File: config.mk
export PLATFORM = sky130hd
export DESIGN_NAME = pipeline_hazard_ctrl_flat
export DESIGN_NICKNAME = d
export VERILOG_FILES = /design/src/rtl/pipeline_hazard_ctrl_if.sv /design/src/rtl/pipeline_hazard_ctrl.sv /design/src/flat_wrapper.sv
export SDC_FILE = /design/constraint.sdc
export NUM_CORES = 1
export LEC_CHECK = 0
export CAP_MARGIN = 30
export CORE_MARGIN = 2
export CORE_UTILIZATION = 43
export DETAILED_ROUTE_END_ITERATION = 10
export PLACE_DENSITY = 0.74
export SETUP_SLACK_MARGIN = 0.4
export SLEW_MARGIN = 20
export SYNTH_ARGS = -nofsm -noshare
export SYNTH_HDL_FRONTEND = slang
export SYNTH_SLANG_ARGS = --single-unit
export TNS_END_PERCENT = 5
File: constraint.sdc
create_clock -name clk -period 2 [get_ports clk]
set_clock_uncertainty 0.2 [all_clocks]
set_input_delay 0.4 -clock clk [delete_from_list [all_inputs] [get_ports clk]]
set_output_delay 0.4 -clock clk [all_outputs]
set_load 0.01 [all_outputs]
File: src/rtl/pipeline_hazard_ctrl_if.sv
// pipeline_hazard_ctrl_if
// Bundles the hazard-detection inputs and the pipeline control outputs that
// pass between the datapath and the hazard/stall controller.
//
// Signals:
//   src1Index_D, src2Index_D  decode source register indices
//   src1Used_D, src2Used_D    decode instruction really reads src1 / src2
//   destIndex_E               execute destination index
//   regWrtEn_E                execute instruction writes the register file
//   regFileMux_E              writeback source select (2'd2 = load)
//   noop_E                    execute stage holds a bubble
//   pc_sel_E                  00 seq, 01 cond branch, 10 jump, 11 jump-and-link
//   cond_flag_E               branch condition result
//   memReq_M                  valid load/store in memory stage
//   memReady                  data memory completes the access this cycle
//   pcWrtEn, wrtEn_FD/DE/EM/MW  PC and pipeline buffer write enables
//   flush_FD, flush_DE        buffer latches a noop instead of its inputs
//   stallCount, flushCount    saturating performance counters
//   memError                  sticky memory timeout flag
//
// Modports:
//   master  the pipeline datapath side (drives hazard inputs)
//   slave   the controller side (drives controls and counters)
interface pipeline_hazard_ctrl_if #(
  parameter int REGBITS = 4,
  parameter int CNTBITS = 16
);
  logic [REGBITS-1:0] src1Index_D;
  logic [REGBITS-1:0] src2Index_D;
  logic               src1Used_D;
  logic               src2Used_D;
  logic [REGBITS-1:0] destIndex_E;
  logic               regWrtEn_E;
  logic [1:0]         regFileMux_E;
  logic               noop_E;
  logic [1:0]         pc_sel_E;
  logic               cond_flag_E;
  logic               memReq_M;
  logic               memReady;

  logic               pcWrtEn;
  logic               wrtEn_FD;
  logic               wrtEn_DE;
  logic               wrtEn_EM;
  logic               wrtEn_MW;
  logic               flush_FD;
  logic               flush_DE;
  logic [CNTBITS-1:0] stallCount;
  logic [CNTBITS-1:0] flushCount;
  logic               memError;

  modport master (
    output src1Index_D, src2Index_D, src1Used_D, src2Used_D,
    output destIndex_E, regWrtEn_E, regFileMux_E, noop_E,
    output pc_sel_E, cond_flag_E, memReq_M, memReady,
    input  pcWrtEn, wrtEn_FD, wrtEn_DE, wrtEn_EM, wrtEn_MW,
    input  flush_FD, flush_DE, stallCount, flushCount, memError
  );

  modport slave (
    input  src1Index_D, src2Index_D, src1Used_D, src2Used_D,
    input  destIndex_E, regWrtEn_E, regFileMux_E, noop_E,
    input  pc_sel_E, cond_flag_E, memReq_M, memReady,
    output pcWrtEn, wrtEn_FD, wrtEn_DE, wrtEn_EM, wrtEn_MW,
    output flush_FD, flush_DE, stallCount, flushCount, memError
  );
endinterface

File: src/rtl/pipeline_hazard_ctrl.sv
// pipeline_hazard_ctrl
// Hazard and stall controller for the five-stage pipeline. Produces the PC
// and FD/DE/EM/MW buffer write enables and flushes for load-use hazards in
// decode, redirects from execute, and multi-cycle data-memory accesses in
// the memory stage. Keeps saturating stall/flush counters for debug.
//
// Ports:
//   clk    pipeline clock, all state changes on the rising edge
//   reset  asynchronous, active-low; clears state and counters at once
//   bus    pipeline_hazard_ctrl_if.slave: hazard inputs in, controls out
//
// Parameters:
//   REGBITS      register index width
//   CNTBITS      width of each performance counter
//   MEM_TIMEOUT  maximum frozen cycles before a forced release (1..255)
module pipeline_hazard_ctrl #(
  parameter int REGBITS     = 4,
  parameter int CNTBITS     = 16,
  parameter int MEM_TIMEOUT = 15
) (
  input logic                   clk,
  input logic                   reset,
  pipeline_hazard_ctrl_if.slave bus
);

  localparam logic [7:0] WAIT_LIMIT = 8'(MEM_TIMEOUT);

  typedef enum logic {
    RUN,
    MEM_WAIT
  } state_t;

  state_t state;
  state_t stateNext;

  logic [7:0] waitCnt;
  logic [7:0] waitCntNext;

  logic [REGBITS-1:0] src1Index;
  logic [REGBITS-1:0] src2Index;
  logic [REGBITS-1:0] destIndex;

  logic redirect;
  logic loadUse;
  logic memBusy;
  logic serve;
  logic timeoutHit;

  logic pcWrtEn;
  logic wrtEnFD;
  logic wrtEnDE;
  logic wrtEnEM;
  logic wrtEnMW;
  logic flushFD;
  logic flushDE;

  logic [CNTBITS-1:0] stallCount;
  logic [CNTBITS-1:0] flushCount;
  logic               memError;

  assign src1Index = bus.src1Index_D;
  assign src2Index = bus.src2Index_D;
  assign destIndex = bus.destIndex_E;

  // A bubble in execute masks every execute-stage hazard term.
  assign redirect = !bus.noop_E &&
                    (bus.pc_sel_E == 2'b10 || bus.pc_sel_E == 2'b11 ||
                     (bus.pc_sel_E == 2'b01 && bus.cond_flag_E));

  assign loadUse = !bus.noop_E && bus.regWrtEn_E && (bus.regFileMux_E == 2'd2) &&
                   ((bus.src1Used_D && (src1Index == destIndex)) ||
                    (bus.src2Used_D && (src2Index == destIndex)));

  assign memBusy = bus.memReq_M && !bus.memReady;

  // Next state and Mealy outputs. 'serve' marks cycles where the pipeline
  // may move: normal RUN cycles without a busy memory, and the MEM_WAIT
  // release cycle, where a redirect or load-use held during the freeze is
  // handled straight away.
  always_comb begin
    stateNext   = state;
    waitCntNext = waitCnt;
    serve       = 1'b0;
    timeoutHit  = 1'b0;
    pcWrtEn     = 1'b0;
    wrtEnFD     = 1'b0;
    wrtEnDE     = 1'b0;
    wrtEnEM     = 1'b0;
    wrtEnMW     = 1'b0;
    flushFD     = 1'b0;
    flushDE     = 1'b0;

    if (reset) begin
      unique case (state)
        RUN: begin
          if (memBusy) begin
            stateNext   = MEM_WAIT;
            waitCntNext = 8'd1;
          end else begin
            serve = 1'b1;
          end
        end
        MEM_WAIT: begin
          if (!bus.memReady && (waitCnt < WAIT_LIMIT)) begin
            waitCntNext = waitCnt + 8'd1;
          end else begin
            // Release on completion or on timeout; timeout is only
            // flagged when memory never answered.
            serve       = 1'b1;
            timeoutHit  = !bus.memReady;
            stateNext   = RUN;
            waitCntNext = 8'd0;
          end
        end
        default: begin
          stateNext   = RUN;
          waitCntNext = 8'd0;
        end
      endcase

      if (serve) begin
        pcWrtEn = 1'b1;
        wrtEnFD = 1'b1;
        wrtEnDE = 1'b1;
        wrtEnEM = 1'b1;
        wrtEnMW = 1'b1;
        if (redirect) begin
          // Redirect squashes decode, so a concurrent load-use is moot.
          flushFD = 1'b1;
          flushDE = 1'b1;
        end else if (loadUse) begin
          pcWrtEn = 1'b0;
          wrtEnFD = 1'b0;
          flushDE = 1'b1;
        end
      end
    end
  end

  // State register, saturating counters and the sticky timeout flag.
  always_ff @(posedge clk or negedge reset) begin
    if (!reset) begin
      state      <= RUN;
      waitCnt    <= 8'd0;
      stallCount <= '0;
      flushCount <= '0;
      memError   <= 1'b0;
    end else begin
      state   <= stateNext;
      waitCnt <= waitCntNext;
      if (!pcWrtEn && !(&stallCount)) begin
        stallCount <= stallCount + 1'b1;
      end
      if (flushFD && !(&flushCount)) begin
        flushCount <= flushCount + 1'b1;
      end
      if (timeoutHit) begin
        memError <= 1'b1;
      end
    end
  end

  assign bus.pcWrtEn    = pcWrtEn;
  assign bus.wrtEn_FD   = wrtEnFD;
  assign bus.wrtEn_DE   = wrtEnDE;
  assign bus.wrtEn_EM   = wrtEnEM;
  assign bus.wrtEn_MW   = wrtEnMW;
  assign bus.flush_FD   = flushFD;
  assign bus.flush_DE   = flushDE;
  assign bus.stallCount = stallCount;
  assign bus.flushCount = flushCount;
  assign bus.memError   = memError;

endmodule

File: src/flat_wrapper.sv
// flat-port wrapper written by rule: the top's interface ports become plain ports
module pipeline_hazard_ctrl_flat 
#(
  parameter int REGBITS     = 4,
  parameter int CNTBITS     = 16,
  parameter int MEM_TIMEOUT = 15
)
  (clk, reset, bus_src1Index_D, bus_src2Index_D, bus_src1Used_D, bus_src2Used_D, bus_destIndex_E, bus_regWrtEn_E, bus_regFileMux_E, bus_noop_E, bus_pc_sel_E, bus_cond_flag_E, bus_memReq_M, bus_memReady, bus_pcWrtEn, bus_wrtEn_FD, bus_wrtEn_DE, bus_wrtEn_EM, bus_wrtEn_MW, bus_flush_FD, bus_flush_DE, bus_stallCount, bus_flushCount, bus_memError);
  pipeline_hazard_ctrl_if #(.REGBITS(REGBITS), .CNTBITS(CNTBITS)) bus_i ();
  input logic clk;
  input logic reset;
  input wire logic [$bits(bus_i.src1Index_D)-1:0] bus_src1Index_D;
  input wire logic [$bits(bus_i.src2Index_D)-1:0] bus_src2Index_D;
  input wire logic [$bits(bus_i.src1Used_D)-1:0] bus_src1Used_D;
  input wire logic [$bits(bus_i.src2Used_D)-1:0] bus_src2Used_D;
  input wire logic [$bits(bus_i.destIndex_E)-1:0] bus_destIndex_E;
  input wire logic [$bits(bus_i.regWrtEn_E)-1:0] bus_regWrtEn_E;
  input wire logic [$bits(bus_i.regFileMux_E)-1:0] bus_regFileMux_E;
  input wire logic [$bits(bus_i.noop_E)-1:0] bus_noop_E;
  input wire logic [$bits(bus_i.pc_sel_E)-1:0] bus_pc_sel_E;
  input wire logic [$bits(bus_i.cond_flag_E)-1:0] bus_cond_flag_E;
  input wire logic [$bits(bus_i.memReq_M)-1:0] bus_memReq_M;
  input wire logic [$bits(bus_i.memReady)-1:0] bus_memReady;
  output wire logic [$bits(bus_i.pcWrtEn)-1:0] bus_pcWrtEn;
  output wire logic [$bits(bus_i.wrtEn_FD)-1:0] bus_wrtEn_FD;
  output wire logic [$bits(bus_i.wrtEn_DE)-1:0] bus_wrtEn_DE;
  output wire logic [$bits(bus_i.wrtEn_EM)-1:0] bus_wrtEn_EM;
  output wire logic [$bits(bus_i.wrtEn_MW)-1:0] bus_wrtEn_MW;
  output wire logic [$bits(bus_i.flush_FD)-1:0] bus_flush_FD;
  output wire logic [$bits(bus_i.flush_DE)-1:0] bus_flush_DE;
  output wire logic [$bits(bus_i.stallCount)-1:0] bus_stallCount;
  output wire logic [$bits(bus_i.flushCount)-1:0] bus_flushCount;
  output wire logic [$bits(bus_i.memError)-1:0] bus_memError;
  assign bus_i.src1Index_D = bus_src1Index_D;
  assign bus_i.src2Index_D = bus_src2Index_D;
  assign bus_i.src1Used_D = bus_src1Used_D;
  assign bus_i.src2Used_D = bus_src2Used_D;
  assign bus_i.destIndex_E = bus_destIndex_E;
  assign bus_i.regWrtEn_E = bus_regWrtEn_E;
  assign bus_i.regFileMux_E = bus_regFileMux_E;
  assign bus_i.noop_E = bus_noop_E;
  assign bus_i.pc_sel_E = bus_pc_sel_E;
  assign bus_i.cond_flag_E = bus_cond_flag_E;
  assign bus_i.memReq_M = bus_memReq_M;
  assign bus_i.memReady = bus_memReady;
  assign bus_pcWrtEn = bus_i.pcWrtEn;
  assign bus_wrtEn_FD = bus_i.wrtEn_FD;
  assign bus_wrtEn_DE = bus_i.wrtEn_DE;
  assign bus_wrtEn_EM = bus_i.wrtEn_EM;
  assign bus_wrtEn_MW = bus_i.wrtEn_MW;
  assign bus_flush_FD = bus_i.flush_FD;
  assign bus_flush_DE = bus_i.flush_DE;
  assign bus_stallCount = bus_i.stallCount;
  assign bus_flushCount = bus_i.flushCount;
  assign bus_memError = bus_i.memError;
  pipeline_hazard_ctrl #(.REGBITS(REGBITS), .CNTBITS(CNTBITS), .MEM_TIMEOUT(MEM_TIMEOUT)) u_core (.clk(clk), .reset(reset), .bus(bus_i));
endmodule
==> summary.md <==
| Metric | Value |
|---|---|
| # DRC | `0` |
| CP Max Fanout | `2` |
| EDFF count, synth | `0` |
| Synth Warn # | `0` |
| Fin. max-slew vios | `0` |
| Port Buffers | `64` |
| Initial Utilization | `0.445` |
| Setup CP Type | `in -> out` |
| Status | `finished, violations left` |
| WP data required | `1.40 ns` |
| Drt first pass iters | `6` |
| Logic gate share of total power | `0.378` |
| RSZ-0062 raised after global routing | `true` |
| P per Cell Area | `between 800 and 900 nW/um^2` |
| Switching part of the total | `0.333` |
| Num CTS Buffers | `5` |
| Least-Margin Pin Slew | `0.401 ns` |
| Async SR Flop Fraction | `1.00` |
| Final Worst Setup Slack | `-0.301 ns` |
| GRT Residual Overflow | `0` |
| Initial antenna violation count | `0` |
| Routability cong. | `~0.8` |
| Main area contributors after synthesis | `dfrtp_1, xnor2_1, xor2_1` |
| Post-Syn Instances | `approximately 210` |
| Synthesized Nets | `237` |
| Die Span X | `between 70 and 80 um` |
| Most frequent cells in the layout | `dfrtp_1, buf_4, buf_6, xnor2_1, buf_2` |
| Avg WL per Cell | `13.9 um` |
| Design Area, Final | `~3500 sq um` |
| Num Clock Sinks | `42` |
| Core area | `5070 sq um` |
| First-pass GRT wire length | `9.50 mm` |
| Tcrit/Tclk final | `1.15` |
| Synthesized area | `between 2000 and 2500 sq um` |
| Register area share after synthesis | `0.465` |
| DRT iter0 DRCs | `66` |
| Commonest non-fill, non-tap cell in the layout | `dfrtp_1` |
| Clk buf depth | `2` |
| Root Driver | `clkbuf_8` |
| Antenna diode count | `0` |
| Largest net degree at the start of global routing | `47` |
| Routed Antenna Nets | `0` |
| H-tree Lvls | `2` |
| Post-place instance area | `3270 sq um` |
| Seq cells post-synth | `42` |
| Layout Cells excl Fill | `390` |
| Final min period | `2.30 ns` |
| Die ar. | `5850 sq um` |
| Most area-hungry cell type in the Yosys netlist | `dfrtp_1` |
| Ys flop type | `dfrtp_1` |
| Worst-Skew Late Latency | `0.30 ns` |
| Via density per instance | `between 4 and 5` |
| Clk pwr share | `0.205` |
| Clk slew on worst S/H paths | `0.08 ns` |
| Internal power | `1870 uW` |
| Slew HR | `0.733` |
| Core Rows | `26` |
| Die Y-Extent | `~76 um` |
| CP startpoint kind | `input port` |
| Worst min-delay path category | `in -> async` |
| Post-synthesis average cell area | `10.8 sq um` |
| Ports | `65` |
| Fillers | `425` |
| Fin nets | `347` |
| Share of layout cells above drive strength 1 | `0.381` |
| Peak supply drop | `slightly below 0.5 mV` |
| Seq pwr share | `0.417` |
| Failing checks | `hold timing, setup timing` |
| Crit. End Element | `output pin` |
| GR Util All Layers | `0.203` |
| Switching power | `approximately 940 uW` |
| Final hold violation count | `42` |
| Maxcap violations | `0` |
| Worst EP arrival | `~1.7 ns` |
| P_leak | `0.00165 uW` |
| Final Util | `0.682` |
| Cells after DPL | `376` |
| Area share of the largest cell type after synthesis | `0.465` |
| Fmax | `around 0.43 GHz` |
| Worst Hold Slack | `-0.0591 ns` |
| Dpl hpwl | `3.90 mm` |
| Area grow syn2layout | `53.2%` |
| Vias | `roughly 1900` |
| Vias in the first global route | `1981` |
| TritonCTS clock tree | `yes` |
| Final WL | `5.43 mm` |
| Synth unique cells | `46` |
| Final Setup Violations | `24` |
==> power by group through the flow <==
stage / clock network [uW] / logic, uW / registers (uW)
2_1_floorplan: 0 / 356 / 1270
3_3_place_gp: 0 / 1050 / 1170
3_5_place_dp: 0 / 1080 / 1170
6_report: 575 / 1060 / 1170
5_1_grt: 631 / 1170 / 1200
4_1_cts: 591 / 1020 / 1170
==> layout make-up <==
type | count | area (sq um) | area share
clock buffers | 7 | 86.3 | 0.0250
clock inverters | 1 | 5.00 | 0.00145
inverters | 5 | 18.8 | 0.00542
multi-input cells | 154 | 1290 | 0.373
flip-flops and latches | 42 | 1050 | 0.305
well taps | 70 | 87.6 | 0.0253
repair buffers | 111 | 917 | 0.265
==> synthesized netlist by cell type (all sizes together) (2+ instances only) <==
| master | instances |
|---|---|
| nor2 | 16 |
| a21boi | 2 |
| o21ai | 3 |
| nor3b | 3 |
| and4bb | 2 |
| xnor2 | 20 |
| nand2 | 16 |
| mux2 | 4 |
| nand3 | 16 |
| a21oi | 3 |
| xor2 | 14 |
| nor3 | 8 |
| nor4 | 4 |
| dfrtp | 42 |
| nand4 | 7 |
| and3 | 10 |
| ha | 3 |
| and2 | 3 |
| buf | 6 |
| nor2b | 5 |
| clkbuf | 2 |
| inv | 5 |
| nand2b | 2 |
==> path summary, 6_finish.rpt <==
path	startpoint	to	slack (ns)	depth (start not counted)
min in group clk	u_core.bus.flushCount[14]	u_core.bus.flushCount[14]	0.29	1
hold / removal	reset	u_core.bus.flushCount[8]	-0.06	2
hold reg to reg	u_core.bus.flushCount[14]	u_core.bus.flushCount[14]	0.29	1
max in group asynchronous	reset	u_core.bus.flushCount[0]	1.34	2
setup reg to reg	u_core.waitCnt[4]	u_core.bus.stallCount[6]	-0.22	8
setup / recovery	bus_src1Index_D[3]	bus_flush_DE	-0.30	7
==> worst max-delay path, cell delays in order <==
cell	delay, ns
clkdlybuf4s50_1	0.47
xnor2_1	0.11
nand4_1	0.12
o22ai_2	0.21
nor2b_1	0.09
nor2_1	0.15
buf_2	0.16
==> stage by stage <==
stage	setup TNS [ns]	total power, uW	worst slack [ns]	hold WS, ns
after floorplan	0	1630	0.0353	-0.0956
after global placement	-16.39	2230	-0.769	0.265
after detailed placement	-17.44	2250	-0.770	0.277
after CTS	-3.15	2780	-0.297	-0.0452
after global routing	-5.63	3000	-0.387	-0.0277
final	-2.98	2810	-0.301	-0.0591
==> flip-flops by register name (all words and copies together) (netlist names) <==
register	flops
u_core.bus.flushCount	16
u_core.bus.stallCount	16
u_core.waitCnt	8
u_core.bus.memError	1
u_core.state	1
==> cells by family (layout without fill, tap and decap cells) <==
family	count (synthesis)	after routing	synth area share
XOR/XNOR	34	34	0.132
AND/OR/NAND/NOR	97	97	0.275
buffers and inverters	13	124	0.0321
AO/OA/AOI/OAI	15	15	0.0543
multiplexers	5	5	0.0244
flip-flops	42	42	0.465
adder cells (fa/ha/maj)	3	3	0.0166
==> repair_timing <==
| item | 4_1_cts | 5_1_grt |
|---|---|---|
| pin swaps | 27 | 25 |
| endpoints found under the hold margin | 42 | 42 |
| endpoints found under the setup margin | 79 | 67 |
| gates resized for setup | 152 | 36 |
| buffers inserted | 2 | 4 |
==> metal layers <==
metal,vias to the layer above,wire length [um],GRT usage
met5,-,0,0
met4,0,106,0.0818
met3,12,261,0.0462
met2,55,2650,0.323
met1,931,2410,0.267
li1,948,-,-
Note: power is estimated with default switching activity, not from simulation.
